$ cat src/rtl/ex_result_skid_if.sv
// Handshake bundle between the ALU stage, the EX result skid buffer and its consumer.
// The slave modport is the buffer's view; master is the surrounding pipeline's view.
interface ex_result_skid_if #(
  parameter int XLEN = 32,
  parameter int RAW  = 5
);
  // A transfer happens on a rising edge where valid and ready are both high.
  // Once valid is raised, the payload stays stable until that transfer happens.
  // Ready may be high while valid is low.
  logic            in_valid;
  logic            in_ready;
  logic [XLEN-1:0] alu_result;
  logic            alu_zero;
  logic            alu_neg;
  logic            alu_overflow;
  logic            alu_carry;
  logic [RAW-1:0]  in_rd;
  logic            in_regwrite;
  logic            in_branch;
  logic [2:0]      in_funct3;
  logic [XLEN-1:0] in_target;

  logic            out_valid;
  logic            out_ready;
  logic [XLEN-1:0] out_result;
  logic [RAW-1:0]  out_rd;
  logic            out_regwrite;
  logic            out_taken;
  logic [XLEN-1:0] out_target;

  modport slave (
    input  in_valid, alu_result, alu_zero, alu_neg, alu_overflow, alu_carry,
           in_rd, in_regwrite, in_branch, in_funct3, in_target, out_ready,
    output in_ready, out_valid, out_result, out_rd, out_regwrite, out_taken, out_target
  );

  modport master (
    output in_valid, alu_result, alu_zero, alu_neg, alu_overflow, alu_carry,
           in_rd, in_regwrite, in_branch, in_funct3, in_target, out_ready,
    input  in_ready, out_valid, out_result, out_rd, out_regwrite, out_taken, out_target
  );
endinterface

$ cat src/rtl/ex_result_skid.sv
// Registered EX->MEM/WB boundary: resolves branches from ALU flags and holds results
// in a 2-entry skid buffer (head + skid) so ready never chains combinationally.
module ex_result_skid #(
  parameter int XLEN = 32,
  parameter int RAW  = 5
) (
  input  logic             clk,
  input  logic             rst,
  input  logic             flush,
  ex_result_skid_if.slave  bus,
  output logic [1:0]       dbg_state
);

  typedef enum logic [1:0] {
    EMPTY = 2'b00,
    ONE   = 2'b01,
    FULL  = 2'b11
  } state_t;

  state_t          state;
  logic            out_valid_q;
  logic            in_ready_q;

  logic [XLEN-1:0] h_result, s_result;
  logic [XLEN-1:0] h_target, s_target;
  logic [RAW-1:0]  h_rd, s_rd;
  logic            h_regwrite, s_regwrite;
  logic            h_taken, s_taken;

  logic            cap_taken;
  logic            cap_regwrite;
  logic            push;
  logic            pop;

  // Branch condition is resolved once at capture, so the stored entry carries only the outcome.
  always_comb begin
    cap_taken = 1'b0;
    if (bus.in_branch) begin
      case (bus.in_funct3)
        3'b000:  cap_taken = bus.alu_zero;
        3'b001:  cap_taken = ~bus.alu_zero;
        3'b100:  cap_taken = bus.alu_neg ^ bus.alu_overflow;
        3'b101:  cap_taken = ~(bus.alu_neg ^ bus.alu_overflow);
        3'b110:  cap_taken = ~bus.alu_carry;
        3'b111:  cap_taken = bus.alu_carry;
        default: cap_taken = 1'b0;
      endcase
    end
  end

  assign cap_regwrite = bus.in_regwrite & ~bus.in_branch;
  assign push         = bus.in_valid & in_ready_q;
  assign pop          = out_valid_q & bus.out_ready;

  always_ff @(posedge clk or negedge rst) begin
    if (!rst) begin
      state       <= EMPTY;
      out_valid_q <= 1'b0;
      in_ready_q  <= 1'b1;
      h_result    <= '0;
      h_target    <= '0;
      h_rd        <= '0;
      h_regwrite  <= 1'b0;
      h_taken     <= 1'b0;
      s_result    <= '0;
      s_target    <= '0;
      s_rd        <= '0;
      s_regwrite  <= 1'b0;
      s_taken     <= 1'b0;
    end else if (flush) begin
      state       <= EMPTY;
      out_valid_q <= 1'b0;
      in_ready_q  <= 1'b1;
    end else begin
      case (state)
        EMPTY: begin
          if (push) begin
            h_result    <= bus.alu_result;
            h_target    <= bus.in_target;
            h_rd        <= bus.in_rd;
            h_regwrite  <= cap_regwrite;
            h_taken     <= cap_taken;
            state       <= ONE;
            out_valid_q <= 1'b1;
          end
        end
        ONE: begin
          // New entry goes straight to head when head leaves this cycle, else into skid.
          if (push && pop) begin
            h_result   <= bus.alu_result;
            h_target   <= bus.in_target;
            h_rd       <= bus.in_rd;
            h_regwrite <= cap_regwrite;
            h_taken    <= cap_taken;
          end else if (push) begin
            s_result   <= bus.alu_result;
            s_target   <= bus.in_target;
            s_rd       <= bus.in_rd;
            s_regwrite <= cap_regwrite;
            s_taken    <= cap_taken;
            state      <= FULL;
            in_ready_q <= 1'b0;
          end else if (pop) begin
            state       <= EMPTY;
            out_valid_q <= 1'b0;
          end
        end
        FULL: begin
          if (pop) begin
            h_result   <= s_result;
            h_target   <= s_target;
            h_rd       <= s_rd;
            h_regwrite <= s_regwrite;
            h_taken    <= s_taken;
            state      <= ONE;
            in_ready_q <= 1'b1;
          end
        end
        default: begin
          state       <= EMPTY;
          out_valid_q <= 1'b0;
          in_ready_q  <= 1'b1;
        end
      endcase
    end
  end

  assign bus.in_ready     = in_ready_q;
  assign bus.out_valid    = out_valid_q;
  assign bus.out_result   = h_result;
  assign bus.out_rd       = h_rd;
  assign bus.out_regwrite = h_regwrite;
  assign bus.out_taken    = h_taken;
  assign bus.out_target   = h_target;
  assign dbg_state        = state;

endmodule

$ cat src/flat_wrapper.sv
// flat-port wrapper written by rule: the top's interface ports become plain ports
module ex_result_skid_flat 
#(
  parameter int XLEN = 32,
  parameter int RAW  = 5
)
  (clk, rst, flush, dbg_state, bus_in_valid, bus_alu_result, bus_alu_zero, bus_alu_neg, bus_alu_overflow, bus_alu_carry, bus_in_rd, bus_in_regwrite, bus_in_branch, bus_in_funct3, bus_in_target, bus_out_ready, bus_in_ready, bus_out_valid, bus_out_result, bus_out_rd, bus_out_regwrite, bus_out_taken, bus_out_target);
  ex_result_skid_if #(.XLEN(XLEN), .RAW(RAW)) bus_i ();
  input  logic clk;
  input  logic rst;
  input  logic flush;
  output logic [1:0] dbg_state;
  input wire logic [$bits(bus_i.in_valid)-1:0] bus_in_valid;
  input wire logic [$bits(bus_i.alu_result)-1:0] bus_alu_result;
  input wire logic [$bits(bus_i.alu_zero)-1:0] bus_alu_zero;
  input wire logic [$bits(bus_i.alu_neg)-1:0] bus_alu_neg;
  input wire logic [$bits(bus_i.alu_overflow)-1:0] bus_alu_overflow;
  input wire logic [$bits(bus_i.alu_carry)-1:0] bus_alu_carry;
  input wire logic [$bits(bus_i.in_rd)-1:0] bus_in_rd;
  input wire logic [$bits(bus_i.in_regwrite)-1:0] bus_in_regwrite;
  input wire logic [$bits(bus_i.in_branch)-1:0] bus_in_branch;
  input wire logic [$bits(bus_i.in_funct3)-1:0] bus_in_funct3;
  input wire logic [$bits(bus_i.in_target)-1:0] bus_in_target;
  input wire logic [$bits(bus_i.out_ready)-1:0] bus_out_ready;
  output wire logic [$bits(bus_i.in_ready)-1:0] bus_in_ready;
  output wire logic [$bits(bus_i.out_valid)-1:0] bus_out_valid;
  output wire logic [$bits(bus_i.out_result)-1:0] bus_out_result;
  output wire logic [$bits(bus_i.out_rd)-1:0] bus_out_rd;
  output wire logic [$bits(bus_i.out_regwrite)-1:0] bus_out_regwrite;
  output wire logic [$bits(bus_i.out_taken)-1:0] bus_out_taken;
  output wire logic [$bits(bus_i.out_target)-1:0] bus_out_target;
  assign bus_i.in_valid = bus_in_valid;
  assign bus_i.alu_result = bus_alu_result;
  assign bus_i.alu_zero = bus_alu_zero;
  assign bus_i.alu_neg = bus_alu_neg;
  assign bus_i.alu_overflow = bus_alu_overflow;
  assign bus_i.alu_carry = bus_alu_carry;
  assign bus_i.in_rd = bus_in_rd;
  assign bus_i.in_regwrite = bus_in_regwrite;
  assign bus_i.in_branch = bus_in_branch;
  assign bus_i.in_funct3 = bus_in_funct3;
  assign bus_i.in_target = bus_in_target;
  assign bus_i.out_ready = bus_out_ready;
  assign bus_in_ready = bus_i.in_ready;
  assign bus_out_valid = bus_i.out_valid;
  assign bus_out_result = bus_i.out_result;
  assign bus_out_rd = bus_i.out_rd;
  assign bus_out_regwrite = bus_i.out_regwrite;
  assign bus_out_taken = bus_i.out_taken;
  assign bus_out_target = bus_i.out_target;
  ex_result_skid #(.XLEN(XLEN), .RAW(RAW)) u_core (.clk(clk), .rst(rst), .flush(flush), .bus(bus_i), .dbg_state(dbg_state));
endmodule
$ cat config.mk
export PLATFORM = sky130hd
export DESIGN_NAME = ex_result_skid_flat
export DESIGN_NICKNAME = d
export VERILOG_FILES = /design/src/rtl/ex_result_skid_if.sv /design/src/rtl/ex_result_skid.sv /design/src/flat_wrapper.sv
export SDC_FILE = /design/constraint.sdc
export NUM_CORES = 1
export LEC_CHECK = 0
export CAP_MARGIN = 20
export CORE_MARGIN = 3
export CORE_UTILIZATION = 48
export CTS_CLUSTER_SIZE = 24
export DETAILED_ROUTE_END_ITERATION = 10
export PLACE_DENSITY = 0.76
export SKIP_CTS_REPAIR_TIMING = 1
export SYNTH_ARGS = -nofsm -noshare
export SYNTH_HDL_FRONTEND = slang
export SYNTH_SLANG_ARGS = --single-unit
$ cat constraint.sdc
create_clock -name clk -period 2.7 [get_ports clk]
set_input_delay 0.405 -clock clk [delete_from_list [all_inputs] [get_ports clk]]
set_output_delay 0.405 -clock clk [all_outputs]
set_load 0.005 [all_outputs]
After elaboration in Yosys (flattened, before gate mapping)
Index checks and enable logic that the tools add are counted.
{"block": "totals", "ff_bits": 146, "output_inout_bits": 75, "word_cells": 91, "input_bits": 83}
{"block": "classes", "reduce_logical": 9, "bitwise_logic": 10, "n_eq_ne": 19, "muxes": 40}
{"op": "two-way mux 32 bit", "count": 6}
{"op": "case mux 32 bit (3 select lines)", "count": 2}
{"op": "two-way mux 1 bit", "count": 16}
{"op": "two-way mux 5 bit", "count": 3}
{"op": "case mux 5 bit (3 select lines)", "count": 1}
{"op": "equality test 3 bit (second input constant)", "count": 4}
{"op": "two-way mux 2 bit", "count": 6}
{"op": "!= test 3 x 2 -> 1 bit (second input constant)", "count": 4}
{"op": "case mux 1 bit (3 select lines)", "count": 4}
{"op": "AND reduction 4 bit", "count": 3}
{"op": "AND reduction 5 bit", "count": 2}
{"op": "!= test 2 x 1 -> 1 bit (second input constant)", "count": 3}
{"op": "!= test 3 bit (second input constant)", "count": 2}
{"op": "inverter 1 bit", "count": 6}
{"op": "case mux 1 bit (6 select lines)", "count": 1}
{"op": "case mux 2 bit (3 select lines)", "count": 1}
{"op": "!= test 2 bit (second input constant)", "count": 2}
{"op": "!= test 4 x 2 -> 1 bit (second input constant)", "count": 1}
{"op": "AND 1 bit", "count": 3}
{"op": "equality test 3 x 1 -> 1 bit (second input constant)", "count": 1}
{"op": "zero test 3 bit", "count": 1}
{"op": "nonzero test 3 bit", "count": 1}
{"op": "equality test 2 x 1 -> 1 bit (second input constant)", "count": 1}
{"op": "equality test 2 bit (second input constant)", "count": 1}
{"op": "3 further kinds", "count": 3}

Logic depth before layout (Yosys ltp)
{"block": "depth", "ltp_word": 6, "ltp_mapped": 8}

Least setup slack after synthesis
OpenSTA, ideal clock, no wires.
{"block": "synth_path", "path_type": "reg2reg", "startpoint": "register u_core.state[1], in the netlist u_core.dbg_state[1]", "endpoint": "register u_core.s_rd[0]", "path_slack_ns": 0.730, "period_less_slack_ns": 1.970, "path_stages_with_launch": 8, "arrival_time_ns": 1.846, "setup_ns": 0.125, "cell_sequence": "dfrtp_1 > inv_1 > ha_1 > nand3_1 > or3b_2 > buf_4 > buf_6 > mux2_2"}
{"block": "synth_via", "elab_chain_len": 2}
{"element": "start: declaration", "line_no": "ex_result_skid.sv:20", "source": "state_t state;"}
{"element": "start signal: assignment", "line_no": "ex_result_skid.sv:57", "source": "state <= EMPTY;"}
{"element": "start signal: assignment", "line_no": "ex_result_skid.sv:71", "source": "state <= EMPTY;"}
{"element": "start signal: assignment", "line_no": "ex_result_skid.sv:83", "source": "state <= ONE;"}
{"element": "equality test 2 x 1 -> 1 bit", "line_no": "ex_result_skid.sv:75", "source": "case (state)"}
{"element": "AND reduction 4 bit (no line)"}
{"element": "end signal: assignment", "line_no": "ex_result_skid.sv:98", "source": "s_rd <= bus.in_rd;"}
{"element": "end: declaration", "line_no": "ex_result_skid.sv:26", "source": "logic [RAW-1:0] h_rd, s_rd;"}
No other way between the ends.
A chain may end at the register's enable or synchronous reset.

Worst setup path in the final report
{"block": "layout_path", "startpoint": "register u_core.state[0], in the netlist u_core.dbg_state[0]", "endpoint": "register u_core.h_result[23], in the netlist u_core.bus.out_result[23]"}
{"block": "layout_via", "elab_chain_len": 3, "elab_cells_between_ends": 9, "cone_classes": "eq/ne: 5; mux: 1; reduce/logical: 3"}
{"element": "equality test 2 bit, or another cell as far along", "line_no": "ex_result_skid.sv:75"}
{"element": "!= test 2 x 1 -> 1 bit (no line) or nonzero test 3 bit (tied branches)"}
{"element": "AND reduction 5 bit (no line)"}
{"element": "end signal: assignment", "line_no": "ex_result_skid.sv:78", "source": "h_result <= bus.alu_result;"}
{"element": "end signal: assignment", "line_no": "ex_result_skid.sv:90", "source": "h_result <= bus.alu_result;"}
{"element": "end signal: assignment", "line_no": "ex_result_skid.sv:110", "source": "h_result <= s_result;"}
{"element": "end: declaration", "line_no": "ex_result_skid.sv:24", "source": "logic [XLEN-1:0] h_result, s_result;"}
Several ways; a longest one is shown, not always the timed one.

==> summary.md <==
| Metric | Value |
|---|---|
| DIE AREA | 14600 sq um |
| Fillers | 1000 |
| Leakage power | 3.45 nW |
| Top Ports | 158 |
| TNS Setup | 0 ps |
| Wire per inst | 17.1 um |
| CTS buffer count | 17 |
| Cell family with most CP delay | compound AO/OA/AOI/OAI gates |
| Core area | 12700 sq um |
| CTS root buf | clkbuf_16 |
| Synth async-reset ratio | 100% |
| Pwr Density | 1090 nW/um^2 |
| Setup ws final | 379 ps |
| Final setup violation count | 0 |
| Syn Inst Count | 507 |
| Fmax | 431 MHz |
| Vias | 4420 |
| Fin crit share | 86.0% |
| Final ANT Viol Nets | 0 |
| CP required | 3040 ps |
| Netlist cell types | 33 |
| Net total in the final layout | 748 |
| Most frequent cells after synthesis | dfrtp_1 (145), a21oi_1 (73), nor2_1 (73) |
| Netlist Area Pre-Place | 6310 sq um |
| Final max-slew violation count | 0 |
| CTS tree | done |
| Sequential area share after synthesis | 57.9% |
| EDFF count, synth | 0 |
| Failing checks | negative hold slack |
| Iter 0 DRT Violations | 371 |
| Vias in the first global route | 4725 |
| Worst Path Class, Setup | reg -> reg |
| Area Overhead vs Synth | 36.6% |
| Yosys reg bits | 146 |
| Measured slew at the worst slew-check pin | 649 ps |
| WP buf/inv | 1 |
| Worst-path fanout max | 24 |
| Clock slew seen by the registers of the worst setup and hold paths | 60 ps |
| Clk Latency, worst-skew pair | 420 ps |
| Synth Warn # | 0 |
| Mapped Nets | 594 |
| Slew HR | 56.7% |
| Primary FF master, synth | dfrtp_1 |
| Total GRT Usage | 20.8% |
| Worst-path cell chain | ha_4 > a21boi_1 > a2111oi_4 > buf_4 > nor2_1 > a21oi_1 |
| DR vias/cell | 5.22 |
| Final hold violation count | 14 |
| GRT Residual Overflow | 0 |
| Syn avg cell area | 12.4 sq um |
| Top cells by area, synth | dfrtp_1 (58%), mux2_2 (13%), mux2i_1 (11%) |
| Die H | 121 um |
| DRC viols | 0 |
| Largest net degree at the start of global routing | 70 |
| CP max-delay cell | a2111oi_4 |
| Starting Density | 49.6% |
| # diodes | 0 |
| Layout cells sized above 1 | 17.4% |
| Antenna violations before repair | 0 |
| Row count | 41 |
| Pre-CTS WS | 88.3 ps |
| Placer Congestion | 0.791 |
| Startpoint types | flop |
| Worst Clk Skew | 12.0 ps |
| Most common cell in the netlist | dfrtp_1 |
| Max-cap viol count | 0 |
| Status | finished with violations |
| Maximum VDD drop | 0.542 mV |
| Leading area contributor after synthesis | dfrtp_1 |
| Overall Power | 9.41 mW |
| Die width | 121 um |
| Worst hold slack | -20.9 ps |
| CP arrival | 2660 ps |
| Clk sinks | 146 |
| Total Routed Length | 14.4 mm |
| DP HPWL | 9.80 mm |
| Hold crit path type | in -> async |
| IO buf count | 157 |
| Period minus WS final | 2320 ps |
| Critical path capture point type | flop |
| CTS max path bufs | 2 |
| Htree depth | 4 |
| RSZ-0062 raised after global routing | false |
| Max incr delay on CP | 640 ps |
| Synth top area share | 57.5% |
| DRT Pass-1 Iters | 4 |
| First-pass GRT wire length | 23.5 mm |
cell type report:
| cell class | instances | area (sq um) | share of cell area, % |
|---|---|---|---|
| Inverter | 3 | 11.3 | 0.131 |
| Multi-Input combinational cell | 326 | 2450 | 28.5 |
| Clock buffer | 22 | 464 | 5.39 |
| Tap cell | 172 | 215 | 2.50 |
| Clock inverter | 10 | 133 | 1.54 |
| Sequential cell | 146 | 3650 | 42.4 |
| Timing Repair Buffer | 167 | 1690 | 19.6 |
metal layers:
| layer | routed length, um | up-vias | part of all wire (%) | global-route usage [%] |
|---|---|---|---|---|
| met3 | 899 | 23 | 6.2 | 7.20 |
| li1 | - | 2085 | - | - |
| met4 | 264 | 0 | 1.8 | 7.58 |
| met1 | 6120 | 2188 | 42 | 25.8 |
| met5 | 0 | - | 0 | 0 |
| met2 | 7140 | 124 | 49 | 33.7 |
cells by family after synthesis:
| family | count (synthesis) | share of synthesized area [%] |
|---|---|---|
| AOI/OAI and AO/OA | 91 | 8.11 |
| and+or+nand+nor | 90 | 5.77 |
| DFF | 146 | 57.9 |
| adders and majority gates | 4 | 0.793 |
| buffers and inverters | 35 | 3.39 |
| xor gates and xnor gates | 1 | 0.377 |
| muxes | 140 | 23.6 |
metrics by stage:
stage,cell area [sq um],hold WS [ps],instances,utilization [%]
floorplan,6310,109,507,-
global placement,8020,444,814,63.1
detailed placement,8020,454,814,63.1
CTS,8620,8.80,846,67.7
global route,8620,19.3,846,67.7
finish,8620,-20.9,846,67.7
flip-flops by register name, indices dropped and copies added (netlist names), 2 cells and up:
signal	count
u_core.s_target	32
u_core.s_rd	5
u_core.bus.out_rd	5
u_core.bus.out_result	32
u_core.s_result	32
u_core.bus.out_target	32
u_core.dbg_state	2
placed cells by master (no fill, tap or decap), types with 4 or more instances in the layout:
| cell type | count |
|---|---|
| dfrtp_1 | 145 |
| mux2i_1 | 69 |
| clkinv_2 | 4 |
| nand2_1 | 6 |
| clkdlybuf4s50_1 | 156 |
| nor2_1 | 73 |
| o21ai_0 | 6 |
| a21oi_1 | 73 |
| mux2_2 | 71 |
| clkbuf_16 | 17 |
| buf_4 | 7 |
path summary, 6_finish.rpt:
kind                                                      start                                    end  slack, ps  depth (start not counted)
max in group asynchronous                                   rst  u_core.bus.out_result[11]$_DFFE_PN0P_       1850                          2
worst min register to register    u_core.s_regwrite$_DFFE_PN0P_          u_core.s_regwrite$_DFFE_PN0P_        490                          2
worst max-delay path            u_core.dbg_state[0]$_DFFE_PN0P_  u_core.bus.out_result[23]$_DFFE_PN0P_        380                          6
min in group clk                  u_core.s_regwrite$_DFFE_PN0P_          u_core.s_regwrite$_DFFE_PN0P_        490                          2
worst max register to register  u_core.dbg_state[0]$_DFFE_PN0P_  u_core.bus.out_result[23]$_DFFE_PN0P_        380                          6
worst min-delay path                                        rst  u_core.bus.out_result[30]$_DFFE_PN0P_        -20                          1
worst reg2reg max path, cell delays in order, from the launching register on:
cell	delay (ps)
dfrtp_1	460
ha_4	330
a21boi_1	230
a2111oi_4	640
buf_4	360
nor2_1	90
a21oi_1	130
power breakdown:
part           internal [mW]  switching (mW)
clock network           1.49           0.868
logic                   1.92            1.27
registers               3.26           0.605
No activity file was read; power rests on OpenSTA's default activity.
